`config.mk`:
```
export PLATFORM = sky130hd
export DESIGN_NAME = uart_tx
export DESIGN_NICKNAME = d
export VERILOG_FILES = /design/src/rtl/uart_pkg.sv /design/src/rtl/uart_baud_cnt.sv /design/src/rtl/uart_tx.sv
export SDC_FILE = /design/constraint.sdc
export NUM_CORES = 1
export LEC_CHECK = 0
export CAP_MARGIN = 20
export CELL_PAD_IN_SITES_DETAIL_PLACEMENT = 0
export CELL_PAD_IN_SITES_GLOBAL_PLACEMENT = 2
export CORE_MARGIN = 2
export CORE_UTILIZATION = 35
export CTS_BUF_LIST = sky130_fd_sc_hd__clkbuf_16
export DETAILED_ROUTE_END_ITERATION = 10
export DONT_BUFFER_PORTS = 1
export PLACE_DENSITY_LB_ADDON = 0.1
export RECOVER_POWER = 25
export SLEW_MARGIN = 10
export SYNTH_ARGS = -nofsm -noshare
export SYNTH_HDL_FRONTEND = slang
export SYNTH_HIERARCHICAL = 1
export SYNTH_SLANG_ARGS = --single-unit
```
`constraint.sdc`:
```
create_clock -name clk -period 2.1 [get_ports clk]
set_input_delay 0.42 -clock clk [delete_from_list [all_inputs] [get_ports clk]]
set_output_delay 0.42 -clock clk [all_outputs]
set_load 0.05 [all_outputs]
```
`src/rtl/uart_pkg.sv`:
```
// Shared definitions for the UART transmitter and receiver: state encoding,
// parity selections and the default bit period.
package uart_pkg;

  localparam logic [2:0] ST_IDLE   = 3'd0;
  localparam logic [2:0] ST_START  = 3'd1;
  localparam logic [2:0] ST_DATA   = 3'd2;
  localparam logic [2:0] ST_PARITY = 3'd3;
  localparam logic [2:0] ST_STOP   = 3'd4;

  typedef enum logic [2:0] {
    S_IDLE   = ST_IDLE,
    S_START  = ST_START,
    S_DATA   = ST_DATA,
    S_PARITY = ST_PARITY,
    S_STOP   = ST_STOP
  } state_t;

  localparam int PAR_NONE = 0;
  localparam int PAR_EVEN = 1;
  localparam int PAR_ODD  = 2;

  localparam int DEF_CLKS_PER_BIT = 434;

  // Parity bit that goes on the line for a given byte and parity selection.
  function automatic logic parity_bit(input logic [7:0] data, input int mode);
    logic p;
    p = ^data;
    if (mode == PAR_ODD) begin
      return ~p;
    end else begin
      return p;
    end
  endfunction

endpackage

```
`src/rtl/uart_baud_cnt.sv`:
```
// Bit-period counter: runs 0..CLKS_PER_BIT-1 and flags the last cycle of
// each serial bit. Shared by the transmitter and receiver.
module uart_baud_cnt #(
  parameter int CLKS_PER_BIT = 434
) (
  input  logic clk,
  input  logic rst,
  input  logic clr,
  output logic bit_end
);

  localparam int W = (CLKS_PER_BIT > 2) ? $clog2(CLKS_PER_BIT) : 1;
  localparam logic [W-1:0] LAST = W'(CLKS_PER_BIT - 1);

  logic [W-1:0] cnt;

  assign bit_end = (cnt == LAST);

  // Free-running bit-cycle count with synchronous clear and wrap at LAST.
  always_ff @(posedge clk) begin
    if (rst || clr) begin
      cnt <= '0;
    end else if (bit_end) begin
      cnt <= '0;
    end else begin
      cnt <= cnt + W'(1);
    end
  end

endmodule

```
`src/rtl/uart_tx.sv`:
```
// UART transmitter: start bit, 8 data bits LSB first, optional parity and
// 1 or 2 stop bits. All outputs are registered.
module uart_tx
  import uart_pkg::*;
#(
  parameter int CLKS_PER_BIT = DEF_CLKS_PER_BIT,
  parameter int PARITY       = PAR_NONE,
  parameter int STOP_BITS    = 1
) (
  input  logic       clk,
  input  logic       rst,
  input  logic       txd_start,
  input  logic [7:0] tx_data,
  output logic       txd,
  output logic       txd_busy,
  output logic       txd_done
);

  localparam logic STOP_LAST = (STOP_BITS == 2) ? 1'b1 : 1'b0;

  state_t     state;
  logic [7:0] shreg;
  logic       par_bit;
  logic [2:0] bit_idx;
  logic       stop_cnt;
  logic       bit_end;
  logic       cnt_clr;

  // Holding the counter at zero while idle means it starts fresh on acceptance.
  assign cnt_clr = (state == S_IDLE);

  uart_baud_cnt #(
    .CLKS_PER_BIT(CLKS_PER_BIT)
  ) u_baud (
    .clk    (clk),
    .rst    (rst),
    .clr    (cnt_clr),
    .bit_end(bit_end)
  );

  // Frame sequencer with registered line, busy and done outputs.
  always_ff @(posedge clk) begin
    if (rst) begin
      state    <= S_IDLE;
      shreg    <= 8'h00;
      par_bit  <= 1'b0;
      bit_idx  <= 3'd0;
      stop_cnt <= 1'b0;
      txd      <= 1'b1;
      txd_busy <= 1'b0;
      txd_done <= 1'b0;
    end else begin
      txd_done <= 1'b0;
      case (state)
        S_IDLE: begin
          if (txd_start) begin
            shreg    <= tx_data;
            par_bit  <= parity_bit(tx_data, PARITY);
            bit_idx  <= 3'd0;
            stop_cnt <= 1'b0;
            txd      <= 1'b0;
            txd_busy <= 1'b1;
            state    <= S_START;
          end
        end
        S_START: begin
          if (bit_end) begin
            txd   <= shreg[0];
            state <= S_DATA;
          end
        end
        S_DATA: begin
          if (bit_end) begin
            if (bit_idx == 3'd7) begin
              if (PARITY != PAR_NONE) begin
                txd   <= par_bit;
                state <= S_PARITY;
              end else begin
                txd   <= 1'b1;
                state <= S_STOP;
              end
            end else begin
              // Drive the next bit straight from the pre-shift value.
              shreg   <= {1'b0, shreg[7:1]};
              bit_idx <= bit_idx + 3'd1;
              txd     <= shreg[1];
            end
          end
        end
        S_PARITY: begin
          if (bit_end) begin
            txd   <= 1'b1;
            state <= S_STOP;
          end
        end
        S_STOP: begin
          if (bit_end) begin
            if (stop_cnt == STOP_LAST) begin
              txd_busy <= 1'b0;
              txd_done <= 1'b1;
              state    <= S_IDLE;
            end else begin
              stop_cnt <= stop_cnt + 1'b1;
            end
          end
        end
        default: begin
          txd      <= 1'b1;
          txd_busy <= 1'b0;
          state    <= S_IDLE;
        end
      endcase
    end
  end

endmodule

```
* Yosys cells after proc, flatten, opt, wreduce, memory -nomap -nowiden
Index checks and enable logic that the tools add are counted.
Word-level totals: register bits 27, word-level logic and storage cells 70
Operators by class: add/sub/neg operators 3, eq/ne operators 14, multiplexer cells 30, bitwise logic cells 3, reductions and logical operators 12
Operator list (number):
- $mux 3 | 10
- $mux 8 | 3
- $ne 2x2->1 const B | 8
- $pmux 8 s2 | 1
- $pmux 3 s5 | 1
- $mux 1 | 11
- $add 9x1->9 const B | 1
- $eq 9x9->1 const B | 1
- $reduce_and 4->1 | 2
- $reduce_and 7->1 | 1
- $eq 3x2->1 const B | 2
- $eq 3x3->1 const B | 2
- $pmux 3 s2 | 1
- $reduce_or 3->1 | 2
- $pmux 1 s5 | 1
- $reduce_and 5->1 | 1
- $reduce_bool 2->1 | 2
- $add 3x1->3 const B | 1
- $eq 3x1->1 const B | 1
- $logic_not 3->1 | 1
- $not 1->1 | 3
- $pmux 1 s3 | 1
- $reduce_and 3->1 | 1
- $pmux 1 s2 | 1
- 3 further kinds | 3

* Longest topological paths before layout
Gate-level depths: netlist of the first run.
word-level depth 4, gate-level depth with buffers 9, mapped depth without buffers 7

* Hierarchy
Netlist of the first run, hierarchy kept.
Modules (own cells, without submodules):
- uart_tx | times used 1, cells an instance 99, area an instance 937.1 µm², sequential area each 340.3 µm²
- uart_baud_cnt | times used 1, cells an instance 46, area an instance 414.1 µm², sequential area each 180.2 µm²

* Worst setup path before layout of the first run
OpenSTA, ideal clock, no wires.
path kind reg2reg, start point register u_baud.cnt[2], end point register shreg[7], library setup time 0.072 ns, arrival time 1.882 ns, setup slack 0.146 ns, cell stages (with the launch flop) 8, path buffers 2, period minus slack after synthesis 1.954 ns, cell sequence dfxtp_1 -> or3_1 -> nor3_1 -> and3b_1 -> buf_6 -> o21a_4 -> buf_6 -> mux2i_1
Between the ends: word-level cells in the longest chain between the ends 3
RTL lines:
- start: declaration | RTL line uart_baud_cnt.sv:15 | logic [W-1:0] cnt;
- start signal: assignment | RTL line uart_baud_cnt.sv:26 | cnt <= cnt + W'(1);
- $eq 9x9->1 | RTL line uart_baud_cnt.sv:17 | assign bit_end = (cnt == LAST);
- via bit_end | RTL line uart_tx.sv:26 | logic bit_end;
- $ne 2x2->1 (no source line)
- $reduce_and 4->1 (no source line)
- end signal: assignment | RTL line uart_tx.sv:57 | shreg <= tx_data;
- end signal: assignment | RTL line uart_tx.sv:84 | shreg <= {1'b0, shreg[7:1]};
- end: declaration | RTL line uart_tx.sv:22 | logic [7:0] shreg;
The timed path passes the listed nets, and every way through them passes these cells. A chain may end at the register's enable or synchronous reset.

* Worst setup path after layout of the first run
start point register u_baud.cnt[2], end point register bit_idx[2]
Between the ends: word-level cells in the longest chain between the ends 3
RTL lines:
- $eq 9x9->1 | RTL line uart_baud_cnt.sv:17
- via bit_end | RTL line uart_tx.sv:26
- $ne 2x2->1 (no source line)
- $reduce_and 4->1 (no source line)
- end signal: assignment | RTL line uart_tx.sv:85 | bit_idx <= bit_idx + 3'd1;
- end: declaration | RTL line uart_tx.sv:24 | logic [2:0] bit_idx;
The timed path passes the listed nets, and every way through them passes these cells.

==> results of run 1 <==
-- metal layers --
metal  up-vias  GRT usage, %
li1        540             -
met1       506         17.78
met2         9         23.13
met3         2         2.896
met4         0         3.827
met5         -             0
-- worst paths after layout --
path                                     from    endpoint  slack [ns]  depth (start not counted)
worst min-delay path                      rst    txd_busy        0.23                          1
worst min register to register       shreg[7]    shreg[7]        0.46                          2
worst max-delay path            u_baud/cnt[2]  bit_idx[2]        0.18                          5
worst max register to register  u_baud/cnt[2]  bit_idx[2]        0.18                          5
-- critical path, delay by kind of cell, from the launching register on --
family	cells	cell delay [ns]
AOI/OAI and AO/OA	1	0.27
and+or+nand+nor	3	1.03
muxes	1	0.20
DFF	1	0.36
-- report_power, final --
part	total [W]	switching, W	internal [W]
combinational	0.0000836	0.0000462	0.0000374
clock	0.000551	0.000172	0.000379
sequential	0.000537	0.0000235	0.000513
total	0.00117	0.000242	0.000930
-- flip-flops by register name, indices dropped and copies added (netlist names) --
register and flops:
shreg 8, state 3, txd_busy 1, txd 1, bit_idx 3, txd_done 1, u_baud/cnt 9
-- cells in the final DEF, fill, tap and decap left out, drive strengths merged, types with 2 or more instances in the layout --
cell,Yosys,routed
nand4,2,2
nor3,4,4
nand2,10,10
o21bai,8,8
a21oi,13,13
or3,6,6
buf,7,4
o21a,2,2
nor2b,2,2
dfxtp,26,26
nor2,9,9
ha,4,4
mux2i,11,11
clkbuf,3,4
xor2,2,2
inv,3,3
o311ai,7,7
o21ai,4,4
nand3,5,5
nor3b,3,3
and3b,2,2
-- metrics by stage --
step	utilization (%)	instance area, um^2	power (W)
4_1_cts	40.40	1490	0.001189
3_3_place_gp	37.55	1385	0.0006344
5_1_grt	39.93	1473	0.001220
3_5_place_dp	37.55	1385	0.0006360
2_1_floorplan	-	1351	0.0006208
6_report	39.93	1473	0.001171
-- layout make-up --
class                           count  area share [%]
Clock buffer                        3           5.098
Clock inverter                      1           2.039
Inverter                            3          0.7647
Timing Repair Buffer                5           2.294
Sequential cell                    26           35.34
Tap cell                           48           4.078
Multi-Input combinational cell    106           50.38
-- kinds of logic (layout without fill, tap and decap cells) --
| logic type | count (synthesis) | count (layout) | share of synthesized area (%) |
|---|---|---|---|
| and+or+nand+nor | 47 | 47 | 19.35 |
| AOI/OAI and AO/OA | 41 | 41 | 22.78 |
| buffers and inverters | 13 | 12 | 5.555 |
| adders and majority gates | 4 | 4 | 3.704 |
| xor gates and xnor gates | 3 | 3 | 1.945 |
| muxes | 11 | 11 | 8.148 |
| DFF | 26 | 26 | 38.52 |
==> results.yml, run 1 <==
clocking:
  htree_levels: 1
  max-clock-path-buffers: 2
  cts.hold.buffers_added: 0
  cts_tree: "yes"
  cts_root_buffer: "clkbuf_16"
  ctsResizeCount: 0
  clock_latency_ns: 0.26
  postCtsSetupRepairBufs: 0
  clkSinkCount: 26
  clk_pin_slew_ns: 0.07
  numCtsBuffers: 3
grt:
  overflow: 0
  grt_pass1_wl_mm: 4.740
  grt_pass1_vias: 1040
  grt_antenna_before_repair: 0
  grt_max_degree: 18
  grt_usage_pct: 13.79
power:
  leakagePower_nw: 0.4982
  power.density_nw_per_um2: 795.4
  peakVddDrop_uv: 364.2
synthesis:
  synth_most_common_cell: "dfxtp_1"
  synth_cell_types: 38
  syn_nets: 160
  synthesis.area_um2: 1351
  synthTopCellsByArea: "dfxtp_1 39%, mux2i_1 8.1%, a21oi_1 4.8%, o311ai_0 4.5%, o21bai_1 4.4%"
  synth_warnings: 6
  synth_top_area_cell: "dfxtp_1"
  avgSynthCellArea_um2: 9.319
  seq_area_frac_synth_pct: 38.52
  synth_top_cell_area_share_pct: 38.52
  synth_seq_cells: 26
  synthArstFlopShare_pct: 0
  ys.flop_type: "dfxtp_1"
  netlist_top_cells_count: "26 x dfxtp_1, 13 x a21oi_1, 11 x mux2i_1"
  post_synth_inst_count: 145
  synth-edff-count: 0
floorplan:
  die_area_um2: 4374
  rows: 22
  initial_core_util_pct: 36.64
  die_y_um: 66.14
  die_x_um: 66.14
  ios: 14
  core-area_um2: 3689
final_layout:
  multi_input_area_um2: 742.0
  seq_area_um2: 520.5
  nNetsFinal: 160
  nFillCells: 395
  drive_gt1_share_pct: 9.722
  final_cells: 192
  area_delta_synth_final_pct: 8.981
  n_antenna_cell: 0
setup_path:
  crit_chain: "or3_1 -> nor3_1 -> and3b_1 -> o21a_4 -> mux2i_1"
  worstPathRequired_ns: 2.29
  critPathMaxFanout: 11
  cp_slowest_cell: "or3_1"
  startpoint_type: "flip-flop"
  worstSetupEndpointType: "flip-flop"
  criticalPathCategory: "reg2reg"
  crit_arrival_ns: 2.11
  cp_slowest_stage_delay_ns: 0.41
drt:
  dr.pass1.iters: 4
  highest_layer: "met4"
  drt_wl_total_mm: 2.702
  vias: 1057
  wl_met1_mm: 1.344
  antenna_left: 0
  dr_wl_met2_mm: 1.274
  drtIter0Drc: 55
  wl_per_cell_um: 14.07
  dr_wl_met3_um: 65
  drc_errors: 0
  routed_via_density: 5.505
sta:
  finalWorstSetupSlack_ns: 0.1755
  rsz0062_at_grt: "no"
  final.period_utilization_pct: 91.64
  fin_skew_ns: 0.003694
  hold_viol_final: 0
  slew_headroom_pct: 30.30
  slew_violations: 0
  fmax_ghz: 0.5196
  hold_ws_ns: 0.2258
  setup_violations: 0
  final.setup.tns_ns: 0
  worst_pin_slew_ns: 1.037
  period_minus_slack_ns: 1.925
min_path:
  worst_hold_path_type: "in2reg"
placement:
  hpwlAfterDp_mm: 1.945
  portBuffers: 0
  gp_congestion: 0.7281
  post-place-ws_ns: 0.1623
  dp.cells: 188
run:
  maxCapViolations: 0
run_status:
  status: "finished, final reports clean"
Power figures use the tool's default switching activity.
==> run 2: changes to the inputs <==
--- a/config.mk
+++ b/config.mk
@@ -13,6 +13,7 @@
 export CTS_BUF_LIST = sky130_fd_sc_hd__clkbuf_16
 export DETAILED_ROUTE_END_ITERATION = 10
 export DONT_BUFFER_PORTS = 1
+export GPL_TIMING_DRIVEN = 1
 export PLACE_DENSITY_LB_ADDON = 0.1
 export RECOVER_POWER = 25
 export SLEW_MARGIN = 10
@@ -20,3 +21,4 @@
 export SYNTH_HDL_FRONTEND = slang
 export SYNTH_HIERARCHICAL = 1
 export SYNTH_SLANG_ARGS = --single-unit
+export TNS_END_PERCENT = 5
==> results of run 2 <==
Same layout as run 1: the final DEF is identical, and so are final timing and power.
